===== src/rtl/minbd_arb_pkg.sv =====
// Shared types and helpers for the rotating-priority arbiter.
// The grant-lock feature of the top is enabled by defining RR_ARB_LOCK_EN.
package minbd_arb_pkg;

    typedef enum logic {
        ARB_IDLE,
        ARB_GRANT
    } arb_state_t;

    // Index / pointer width; a single requester still needs a 1-bit index.
    function automatic int arb_idx_w(input int width);
        return (width > 1) ? $clog2(width) : 1;
    endfunction

endpackage


===== src/rtl/rr_mask_sel.sv =====
// Combinational rotating-priority selector: requests below ptr win first,
// highest bit first; otherwise the highest requesting bit overall wins.
module rr_mask_sel
    import minbd_arb_pkg::*;
#(
    parameter int WIDTH = 4,
    parameter int IDX_W = arb_idx_w(WIDTH)
) (
    input  logic [WIDTH-1:0] req,
    input  logic [IDX_W-1:0] ptr,
    output logic [WIDTH-1:0] winner,
    output logic [IDX_W-1:0] winner_idx,
    output logic             any_req
);

    logic [WIDTH-1:0] masked;
    logic             masked_hit;
    logic [IDX_W-1:0] masked_idx;
    logic [IDX_W-1:0] plain_idx;

    always_comb begin
        masked     = '0;
        masked_hit = 1'b0;
        masked_idx = '0;
        plain_idx  = '0;
        for (int unsigned i = 0; i < WIDTH; i++) begin
            masked[i] = req[i] && (IDX_W'(i) < ptr);
        end
        // Ascending scan: the last set bit seen is the highest one.
        for (int unsigned i = 0; i < WIDTH; i++) begin
            if (masked[i]) begin
                masked_hit = 1'b1;
                masked_idx = IDX_W'(i);
            end
            if (req[i]) begin
                plain_idx = IDX_W'(i);
            end
        end
        any_req    = |req;
        winner_idx = masked_hit ? masked_idx : plain_idx;
        winner     = any_req ? (WIDTH'(1) << winner_idx) : '0;
    end

endmodule


===== src/rtl/rr_prio_arbiter.sv =====
// Rotating-priority arbiter with registered one-hot grant and ack handshake.
// Define RR_ARB_LOCK_EN to add the lock port (grant held across ack for multi-flit).
module rr_prio_arbiter
    import minbd_arb_pkg::*;
#(
    parameter int WIDTH = 4,
    parameter int IDX_W = arb_idx_w(WIDTH)
) (
    input  logic             clk,
    input  logic             rst_n,
    input  logic [WIDTH-1:0] req,
    input  logic             ack,
`ifdef RR_ARB_LOCK_EN
    input  logic             lock,
`endif
    output logic [WIDTH-1:0] gnt,
    output logic             gnt_valid,
    output logic [IDX_W-1:0] gnt_idx
);

    arb_state_t       state, state_n;
    logic [IDX_W-1:0] ptr, ptr_n;
    logic [WIDTH-1:0] gnt_n;
    logic [IDX_W-1:0] gnt_idx_n;
    logic [IDX_W-1:0] sel_ptr;
    logic [WIDTH-1:0] winner;
    logic [IDX_W-1:0] winner_idx;
    logic             any_req;
    logic             ack_ok;
    logic             lock_hold;

    assign ack_ok = (state == ARB_GRANT) && ack;

`ifdef RR_ARB_LOCK_EN
    // A locked ack only holds while the owner still requests; otherwise it releases.
    assign lock_hold = ack_ok && lock && req[gnt_idx];
`else
    assign lock_hold = 1'b0;
`endif

    // On an accepted ack the new pointer feeds the selector in the same cycle.
    assign sel_ptr = (ack_ok && !lock_hold) ? gnt_idx : ptr;

    rr_mask_sel #(
        .WIDTH(WIDTH),
        .IDX_W(IDX_W)
    ) u_sel (
        .req       (req),
        .ptr       (sel_ptr),
        .winner    (winner),
        .winner_idx(winner_idx),
        .any_req   (any_req)
    );

    always_comb begin
        state_n   = state;
        ptr_n     = ptr;
        gnt_n     = gnt;
        gnt_idx_n = gnt_idx;
        unique case (state)
            ARB_IDLE: begin
                if (any_req) begin
                    state_n   = ARB_GRANT;
                    gnt_n     = winner;
                    gnt_idx_n = winner_idx;
                end else begin
                    gnt_n     = '0;
                    gnt_idx_n = '0;
                end
            end
            ARB_GRANT: begin
                if (lock_hold) begin
                    state_n = ARB_GRANT;
                end else if (ack) begin
                    ptr_n = gnt_idx;
                    if (any_req) begin
                        gnt_n     = winner;
                        gnt_idx_n = winner_idx;
                    end else begin
                        state_n   = ARB_IDLE;
                        gnt_n     = '0;
                        gnt_idx_n = '0;
                    end
                end else if (!req[gnt_idx]) begin
                    state_n   = ARB_IDLE;
                    gnt_n     = '0;
                    gnt_idx_n = '0;
                end
            end
            default: begin
                state_n   = ARB_IDLE;
                gnt_n     = '0;
                gnt_idx_n = '0;
            end
        endcase
    end

    always_ff @(posedge clk or negedge rst_n) begin
        if (!rst_n) begin
            state   <= ARB_IDLE;
            ptr     <= '0;
            gnt     <= '0;
            gnt_idx <= '0;
        end else begin
            state   <= state_n;
            ptr     <= ptr_n;
            gnt     <= gnt_n;
            gnt_idx <= gnt_idx_n;
        end
    end

    assign gnt_valid = (state == ARB_GRANT);

endmodule


===== config.mk =====
export PLATFORM = sky130hd
export DESIGN_NAME = rr_prio_arbiter
export DESIGN_NICKNAME = d
export VERILOG_FILES = /design/src/rtl/minbd_arb_pkg.sv /design/src/rtl/rr_mask_sel.sv /design/src/rtl/rr_prio_arbiter.sv
export SDC_FILE = /design/constraint.sdc
export NUM_CORES = 1
export LEC_CHECK = 0
export BUFFER_PORTS_ARGS = -buffer_cell sky130_fd_sc_hd__buf_2
export CAP_MARGIN = 20
export CORE_AREA = 2 2 39 41
export DETAILED_ROUTE_END_ITERATION = 10
export DIE_AREA = 0 0 41 43
export PLACE_DENSITY = 0.73
export SETUP_SLACK_MARGIN = 0.02
export SLEW_MARGIN = 15
export SYNTH_ARGS = -nofsm -noshare
export SYNTH_HDL_FRONTEND = slang
export SYNTH_SLANG_ARGS = --single-unit

===== constraint.sdc =====
create_clock -name clk -period 3.25 [get_ports clk]
set_clock_uncertainty 0.1 [all_clocks]
set_input_delay 0.65 -clock clk [delete_from_list [all_inputs] [get_ports clk]]
set_output_delay 0.65 -clock clk [all_outputs]
set_load 0.02 [all_outputs]

# Yosys cells after proc, flatten, opt, wreduce, memory -nomap -nowiden
# Cells that the tools add are included.
[totals] word_cells=45 ff_bits=9 input_bits=7 out_inout_bits=7
[classes] bitwise_logic=1 mux=26 order_cmp=5 n_reduce_logical=7 eq_ne=1 shift=1
[ops] cell="two-way mux 2 bit" n=9
[ops] cell="two-way mux 4 bit" n=3
[ops] cell="two-way mux 1 bit" n=10
[ops] cell="case mux 4 bit (2 select lines)" n=1
[ops] cell="logical AND 1 bit" n=5
[ops] cell="less-than comparator 1 x 2 -> 1 bit (first input constant)" n=2
[ops] cell="less-than comparator 2 bit (first input constant)" n=2
[ops] cell="case mux 2 bit (2 select lines)" n=1
[ops] cell="OR reduction 4 bit" n=1
[ops] cell="<< shifter 1 x 2 -> 4 bit (first input constant)" n=1
[ops] cell="less-than comparator 2 x 3 -> 1 bit (second input constant)" n=1
[ops] cell="inequality test 3 bit (second input constant)" n=1
[ops] cell="binary-select mux 1 bit (select 2 bit)" n=1
[ops] cell="case mux 1 bit (2 select lines)" n=1
[ops] cell="AND reduction 2 bit" n=1
[ops] cell="inverter 1 bit" n=1

# Depth between registers and ports, before layout
# Gate-level depths: netlist of run 1.
[logic_depth] depth_word=13 ltp_mapped=6 mapped_depth_nobuf=5

# By module
# A second synthesis of run 1 with hierarchy kept.
[unflattened] cells_unflattened=55 area_unflattened_um2=536.8
[modules_own_cells] mod="rr_prio_arbiter" area_per_inst_um2=370.4 seq_area_each_um2=225.2 cells_each=26 n_inst=1
[modules_own_cells] mod="rr_mask_sel" area_per_inst_um2=166.4 seq_area_each_um2=0.0 cells_each=29 n_inst=1

# Worst setup path before layout of run 1
# OpenSTA, ideal clock, no wires.
[synth_path] kind="input -> register" from="in req[0]" to="reg gnt[1]" t_arrival_ps=1740 required_time_ps=3028 path_slack_ps=1289 setup_ps=122 path_stages=5 path_buffers=1 path_cell_list="clkbuf_2 -> and2b_1 -> o2bb2ai_2 -> a2111o_1 -> a32o_1"
[synth_between] elab_chain_len=10 elab_cells_between_ends=14 classes_between="1 x eq/ne; 1 x shift; 10 x mux; 2 x reduce/logical"
[synth_lines] element="start, declared" line="rr_prio_arbiter.sv:11" source="input logic [WIDTH-1:0] req,"
[synth_lines] element="logical AND 1 bit" line="rr_mask_sel.sv:27" source="masked[i] = req[i] && (IDX_W'(i) < ptr);"
[synth_lines] element="two-way mux 1 bit (4 in a row)" line="rr_mask_sel.sv:31" source="if (masked[i]) begin"
[synth_lines] element="two-way mux 2 bit" line="rr_mask_sel.sv:40" source="winner_idx = masked_hit ? masked_idx : plain_idx;"
[synth_lines] element="<< shifter 1 x 2 -> 4 bit" line="rr_mask_sel.sv:41" source="winner = any_req ? (WIDTH'(1) << winner_idx) : '0;"
[synth_lines] element="two-way mux 4 bit" line="rr_prio_arbiter.sv:62, rr_prio_arbiter.sv:76"
[synth_lines] element="two-way mux 4 bit" line="rr_prio_arbiter.sv:74" source="end else if (ack) begin"
[synth_lines] element="case mux 4 bit (2 select lines)" line="rr_prio_arbiter.sv:60" source="unique case (state)"
[synth_lines] element="end signal, assigned" line="rr_prio_arbiter.sv:107" source="gnt <= gnt_n;"
[synth_lines] element="end, declared" line="rr_prio_arbiter.sv:16" source="output logic [WIDTH-1:0] gnt,"
# Several ways; a longest one is shown, not always the timed one. The select of a mux whose other input is x is not followed.
# A chain may end at the register's enable or synchronous reset.

# Final worst setup path of run 1
[layout_path] from="in ack" to="reg gnt[1]"
[layout_between] elab_chain_len=13 elab_cells_between_ends=23 classes_between="4 x order compare; 1 x eq/ne; 1 x shift; 12 x mux; 5 x reduce/logical"
[layout_lines] element="start, declared" line="rr_prio_arbiter.sv:12" source="input logic ack,"
[layout_lines] element="logical AND 1 bit" line="rr_prio_arbiter.sv:32" source="assign ack_ok = (state == ARB_GRANT) && ack;"
[layout_lines] element="two-way mux 2 bit" line="rr_prio_arbiter.sv:42" source="assign sel_ptr = (ack_ok && !lock_hold) ? gnt_idx : ptr;"
[layout_lines] element="less-than comparator 1 x 2 -> 1 bit" line="rr_mask_sel.sv:27"
[layout_lines] element="logical AND 1 bit" line="rr_mask_sel.sv:27"
[layout_lines] element="two-way mux 1 bit (4 in a row)" line="rr_mask_sel.sv:31"
[layout_lines] element="two-way mux 2 bit" line="rr_mask_sel.sv:40"
[layout_lines] element="<< shifter 1 x 2 -> 4 bit" line="rr_mask_sel.sv:41"
[layout_lines] element="two-way mux 4 bit" line="rr_prio_arbiter.sv:62, rr_prio_arbiter.sv:76"
[layout_lines] element="two-way mux 4 bit" line="rr_prio_arbiter.sv:74"
[layout_lines] element="case mux 4 bit (2 select lines)" line="rr_prio_arbiter.sv:60"
# Several ways; a longest one is shown, not always the timed one.

==> reports/metrics.csv, run 1 <==
stage,metric,value,unit
cells_and_area,multi-input logic area,325,um2
logic_synthesis,register area share after synthesis,39.5,%
die,core box area,0.00138,mm2
placed_design,GP Congestion,0.912,
power,switching pwr,0.000264,W
placed_design,DP HPWL,992,um
logic_synthesis,Synth warnings,0,
global_routing,Tot GR Track Use,18.5,%
setup_path,critical path's top delay family,compound AO/OA/AOI/OAI gates,
detailed_routing,vias per cell,5.94,
logic_synthesis,post-synthesis cell type count,33,
logic_synthesis,Post-Syn Nets,63,
cells_and_area,register area,225,um2
detailed_routing,1st-pass router iterations,4,
sta,setup_tns,0,ns
sta,fin crit period,1.89,ns
logic_synthesis,cells after synthesis,56,
status,status,finished clean,
worst_hold_path,Hold Crit Class,in -> async,
cells_and_area,number of fillers in the final layout,143,
sta,final setup fails,0,
flow_run,max cap viols,0,
clocking,H-tree depth,1,
placed_design,PortBufs,13,
cells_and_area,final instance area,678,um2
die,DIE HEIGHT,43,um
clocking,TritonCTS Buffers,3,
clocking,CTS root buffer,clkbuf_4,
power,Sequential Power Share,35.5,%
power,Switching Fraction,44.6,%
global_routing,initial antenna violation count,0,
power,clock share of power,14.8,%
sta,hold_ws,0.124,ns
setup_path,slowest CP cell,a2111o_1,
cells_and_area,layout cell share with drive strength beyond 1,37.5,%
setup_path,worst stage delay on the critical path,0.48,ns
global_routing,vias in the first global route,488,
logic_synthesis,#FFs+latches synth,9,
sta,RSZ-0062 raised after global routing,no,
power,leakage,0.314,nW
setup_path,WS Path Type,in -> reg,
setup_path,"Buf+Inv Stages, Crit Path",1,
die,starting density of the core,41.2,%
setup_path,crit end category,register,
power,Pint,0.000328,W
sta,Slew Limit Fails,0,
die,row count,14,
cells_and_area,number of nets in the layout,80,
setup_path,Critical R2R Launch,gnt_valid,
sta,slew margin rel.,52.0,%
logic_synthesis,"Avg Cell Area, Syn",10.2,um2
die,Die Span X,41,um
clocking,CTS hold repair buffers,0,
cells_and_area,ant diodes,0,
setup_path,Startpoint Class,input pin,
placed_design,placed inst area,651,um2
setup_path,critical-path cell list,buf_2 -> and2_4 -> o21ai_4 -> nor2_1 -> a2111o_1 -> a32o_1,
global_routing,first-pass GRT wire length,2190,um
die,io pins,14,
clocking,Clock Pin Slew Worst Setup and Hold Paths,0.06,ns
detailed_routing,Routed WL,1280,um
die,die area,0.00176,mm2
global_routing,largest net degree at the start of global routing,10,
detailed_routing,routed len/inst,14.5,um
sta,f_max,528,MHz
cells_and_area,P&R area growth vs syn,18.9,%
clocking,clock latency on the worst-skew pair,0.26,ns
detailed_routing,Routed Antenna Nets,0,
detailed_routing,DR iter-0 viols,4,
logic_synthesis,Mapped Area,571,um2
cells_and_area,Final Core Density,49.0,%
power,Logic pwr share,49.6,%
sta,Hold Fails Final Rpt,0,
placed_design,placed cell count,84,
clocking,clk sinks,9,
setup_path,critical path arrival,1.95,ns
sta,Slew @ Worst Pin,0.715,ns
sta,Final Cycle Share,58.2,%
detailed_routing,drt drc,0,
cells_and_area,post-route insts no fill,88,
global_routing,remaining global-route overflow,0,
clocking,setup repair bufs after CTS,0,
setup_path,Worst Path Required,3.31,ns
detailed_routing,via count,523,
clocking,CTS tree,built,
clocking,post-CTS sizing,0,
power,Cell Pwr Density,873,mW/mm2
setup_path,critical path startpoint,ack,
clocking,Clock Path Buffers,2,
setup_path,worst-path maximum fanout,8,
power,Worst VDD drop,0.445,mV
==> registers in the layout, summed over array words and instances (netlist names) <==
register and count:
gnt 4, gnt_idx 2, ptr 2, gnt_valid 1
==> worst paths after layout <==
check / slack (ns) / depth (start not counted) / endpoint
setup / recovery: 1.36 / 6 / gnt[1]
hold / removal: 0.12 / 1 / gnt_valid
setup reg to reg: 1.38 / 5 / gnt[1]
hold reg to reg: 0.39 / 2 / gnt[2]
max in group asynchronous: 2.75 / 1 / gnt[3]
min in group clk: 0.39 / 2 / gnt[2]
==> power by group through the flow <==
stage                     clock [W]  sequential (W)  combinational [W]
final                     0.0000879        0.000210           0.000294
after global placement            0        0.000209           0.000289
after global routing      0.0000985        0.000218           0.000321
after detailed placement          0        0.000212           0.000293
after CTS                 0.0000904        0.000210           0.000296
after floorplan                   0        0.000251           0.000166
==> cell usage after synthesis (all sizes together) <==
master	n	area, um2
or2b	1	8.76
o31ai	2	20.0
clkbuf	1	5.00
a21oi	1	5.00
inv	4	15.0
and2	2	15.0
o21ai	1	16.3
a21boi	1	11.3
a32oi	1	8.76
o2bb2ai	1	15.0
and4b	1	11.3
a2111oi	1	8.76
a2111o	1	11.3
mux2i	1	10.0
nor4	1	6.26
a211oi	3	22.5
nand4b	1	8.76
a22o	2	17.5
and2b	2	16.3
dfrtp	9	225
o211ai	1	7.51
nor2b	2	12.5
nand2	5	18.8
a32o	2	20.0
o22ai	2	12.5
or2	1	6.26
o221a	1	11.3
nand3	2	10.0
a31oi	1	6.26
nor2	2	7.51
==> through the flow <==
step	setup WS [ns]	power, W
CTS	1.36	0.000596
global route	1.29	0.000637
global placement	1.11	0.000498
finish	1.36	0.000592
floorplan	1.29	0.000418
detailed placement	1.09	0.000505
==> layer usage <==
layer  wire length (um)  up-vias  track usage, %
met4                 16        0            8.00
met3                 63        3            4.71
met5                  0        -               0
met1                570      251            24.1
li1                   -      252               -
met2                627       17            27.8
==> placed cells by master, fill, tap and decap left out, types with 2 or more instances in the layout <==
master | netlist | final
o22ai_1 | 2 | 2
a32o_1 | 2 | 2
nor2b_1 | 2 | 2
a211oi_1 | 3 | 3
nor2_1 | 2 | 2
nand2_1 | 5 | 5
inv_1 | 4 | 4
buf_2 | 0 | 13
dfrtp_1 | 9 | 9
clkbuf_4 | 0 | 3
a22o_1 | 2 | 2
nand3_1 | 2 | 2
==> cell families after synthesis <==
group,after synthesis,share of synthesized area (%)
mux,1,1.75
flops,9,39.5
simple gates,20,21.3
buf+inv,5,3.51
compound gates,21,34.0
==> cell type report <==
cell class              instances  share of cell area [%]
repair buffers                 13                    9.59
well taps                      16                    2.95
multi-input cells              42                    48.0
clock inverters                 1                   0.738
flip-flops and latches          9                    33.2
clock buffers                   3                    3.32
inverters                       4                    2.21
Power figures use the tool's default switching activity.
==> run 2, diff against run 1 <==
- ABC_AREA: default -> 1
- clock period: 3.25 -> 1.6 ns (I/O delays scaled with it)
==> run 2 against run 1 <==
  * Count of clock-buffer cells in the layout grew 1
  * Highest routed layer unchanged
  * Critical path type is now reg -> reg
  * Worst hold slack gained 0.21 ns
  * Critical path depth grew 2
==> reports/metrics.csv, run 2 <==
stage,metric,value,unit,change
status,status,finished clean,,
cells_and_area,most frequent cells in the layout,"nand2_1 (21), buf_2 (13), inv_1 (10)",,
sta,final setup fails,0,,unchanged
detailed_routing,vias per cell,4.83,,-19%
power,Cell Pwr Density,1570,mW/mm2,+80%
placed_design,PortBufs,13,,unchanged
clocking,H-tree depth,1,,unchanged
setup_path,worst-path maximum fanout,7,,-1
logic_synthesis,#FFs+latches synth,9,,unchanged
clocking,Clock Path Buffers,2,,unchanged
die,starting density of the core,38.5,%,-2.7 points
logic_synthesis,post-synthesis cell type count,18,,-45%
placed_design,DP HPWL,868,um,-12%
detailed_routing,via count,502,,-4.0%
setup_path,crit end category,register,,
logic_synthesis,dominant cells by area after synthesis,"dfrtp_1 (42%), nand2_1 (15%), nand2_2 (8.2%)",,
clocking,Clock Pin Slew Worst Setup and Hold Paths,0.06,ns,about the same
logic_synthesis,share of flip-flops with an asynchronous set or reset,100,%,unchanged
sta,fin crit period,1.40,ns,
clocking,setup repair bufs after CTS,0,,unchanged
detailed_routing,DR iter-0 viols,7,,+3
setup_path,reg2reg path depth,8,,+3
sta,setup_tns,0,ns,unchanged
clocking,CTS root buffer,clkbuf_4,,
logic_synthesis,post-synth top area share,42.3,%,+2.8 points
cells_and_area,Final Core Density,47.3,%,-1.7 points
placed_design,GP Congestion,0.800,,-12%
logic_synthesis,Mapped Area,533,um2,-6.6%
clocking,clk sinks,9,,unchanged
detailed_routing,routed len/inst,10.7,um,-26%
power,overall power,0.00103,W,+74%
logic_synthesis,register area share after synthesis,42.3,%,+2.8 points
cells_and_area,ant diodes,0,,unchanged
global_routing,initial antenna violation count,0,,unchanged
detailed_routing,Routed WL,1110,um,-13%
detailed_routing,Routed Antenna Nets,0,,unchanged
setup_path,WS Path Type,reg -> reg,,
sta,RSZ-0062 raised after global routing,no,,
cells_and_area,"commonest non-fill, non-tap cell in the layout",nand2_1,,
cells_and_area,number of nets in the layout,96,,+20%
logic_synthesis,Synth area leader,dfrtp_1,,
die,DIE HEIGHT,43,um,unchanged
global_routing,remaining global-route overflow,0,,unchanged
die,core box area,0.00138,mm2,unchanged
cells_and_area,layout cell share with drive strength beyond 1,31.8,%,-5.7 points
setup_path,Critical R2R Capture,gnt[0],,
sta,Slew Limit Fails,0,,unchanged
logic_synthesis,ys flop type,dfrtp_1,,
global_routing,first-pass GRT wire length,1870,um,-15%
logic_synthesis,Synth warnings,0,,unchanged
die,io pins,14,,unchanged
setup_path,flop-to-flop setup slack,0.20,ns,-1.18 ns
power,leakage,0.379,nW,+21%
logic_synthesis,Post-Syn Nets,77,,+22%
sta,f_max,714,MHz,
sta,slew margin rel.,85.8,%,+34 points
clocking,TritonCTS Buffers,3,,unchanged
flow_run,max cap viols,0,,unchanged
logic_synthesis,most instantiated cells after synthesis,"nand2_1 (21), inv_1 (10), dfrtp_1 (9)",,
logic_synthesis,number of synthesized flops with an enable pin,0,,unchanged
cells_and_area,max reg flops,4,,unchanged
detailed_routing,drt drc,0,,unchanged
cells_and_area,final instance area,654,um2,-3.5%
setup_path,Worst Path Required,1.65,ns,-1.66 ns
cells_and_area,P&R area growth vs syn,22.8,%,
logic_synthesis,"Avg Cell Area, Syn",7.61,um2,-25%
die,Die Span X,41,um,unchanged
die,row count,14,,unchanged
clocking,CTS hold repair buffers,1,,+1
sta,Hold Fails Final Rpt,0,,unchanged
logic_synthesis,cells after synthesis,70,,+25%
global_routing,vias in the first global route,457,,-6.4%
clocking,clock latency on the worst-skew pair,0.26,ns,about the same
clocking,post-CTS sizing,0,,unchanged
logic_synthesis,most common cell in the netlist,nand2_1,,
global_routing,largest net degree at the start of global routing,10,,unchanged
power,Worst VDD drop,0.834,mV,+87%
detailed_routing,1st-pass router iterations,4,,unchanged
worst_hold_path,Hold Crit Class,in -> async,,
setup_path,Startpoint Class,register,,
sta,Final Cycle Share,87.5,%,
clocking,CTS tree,built,,
die,die area,0.00176,mm2,unchanged
cells_and_area,biggest regs,"gnt x4, gnt_idx x2, ptr x2",,
global_routing,Tot GR Track Use,15.9,%,-2.6 points
setup_path,Critical R2R Launch,gnt_valid,,
setup_path,critical path arrival,1.45,ns,-0.50 ns
placed_design,placed inst area,618,um2,-5.0%
cells_and_area,Top reg by flops,gnt,,
sta,Slew @ Worst Pin,0.211,ns,-0.504 ns
run 2: cell types whose count changed after synthesis, moves of 2 or more:
cell / delta
a22o_1: -2
nor2b_1: -2
nand4_1: +2
a32o_1: -2
o21ai_0: +2
a211oi_1: -3
nand2_1: +16
nand2_2: +7
inv_1: +6
nand3_1: +5
run 2: kinds of logic (layout without fill, tap and decap cells):
group,Yosys count,count (layout),share of synthesized area (%)
DFF,9,9,42.3
and+or+nand+nor,43,43,41.8
buffers and inverters,10,28,7.04
AOI/OAI and AO/OA,8,8,8.92
run 2: worst max-delay path, cell delays in order, from the launching register on:
cell and delay (ns):
dfrtp_1 0.45, nand2_2 0.12, nand2_1 0.06, nand2_2 0.13
nand3_4 0.12, nand2_1 0.10, nand2_2 0.08, nand3_1 0.07
nand2_1 0.05
run 2: per-stage QoR:
stage	std cells	worst slack [ns]	hold WS (ns)
4_1_cts	104	0.192	0.338
3_5_place_dp	99	0.160	0.0776
6_report	104	0.200	0.330
5_1_grt	104	0.0313	0.354
3_3_place_gp	99	0.213	0.0802
2_1_floorplan	70	0.238	-0.0756
run 2: worst max path at each step:
| stage | slack [ns] | depth (start not counted) | to | start |
|---|---|---|---|---|
| 2_1_floorplan | 0.24 | 9 | gnt_idx[0] | gnt_valid |
| 3_3_place_gp | 0.21 | 8 | gnt[0] | gnt_valid |
| 3_5_place_dp | 0.16 | 6 | gnt_idx[0] | req[2] |
| 4_1_cts | 0.19 | 8 | gnt[0] | gnt_valid |
| 5_1_grt | 0.03 | 9 | gnt[3] | gnt_valid |
| 6_report | 0.20 | 8 | gnt[0] | gnt_valid |
run 2: where the power goes:
| group | internal, W | switching (W) |
|---|---|---|
| Sequential | 0.000309 | 0.0000700 |
| Combinational | 0.000160 | 0.000316 |
| Clock | 0.0000961 | 0.0000786 |
run 2: area by class of cell:
type	count	area (um2)
fill	149	729
multi-input combinational	51	270
sequential	9	225
timing repair buffer	14	75.1
inverter	10	37.5
clock buffer	4	26.3
tap	16	20.0
run 2: per-layer routing:
| metal | global-route usage, % | up-vias | wire, um |
|---|---|---|---|
| met5 | 0 | - | 0 |
| li1 | - | 259 | - |
| met3 | 4.71 | 4 | 63 |
| met1 | 20.2 | 226 | 513 |
| met2 | 23.4 | 13 | 512 |
| met4 | 8.00 | 0 | 21 |
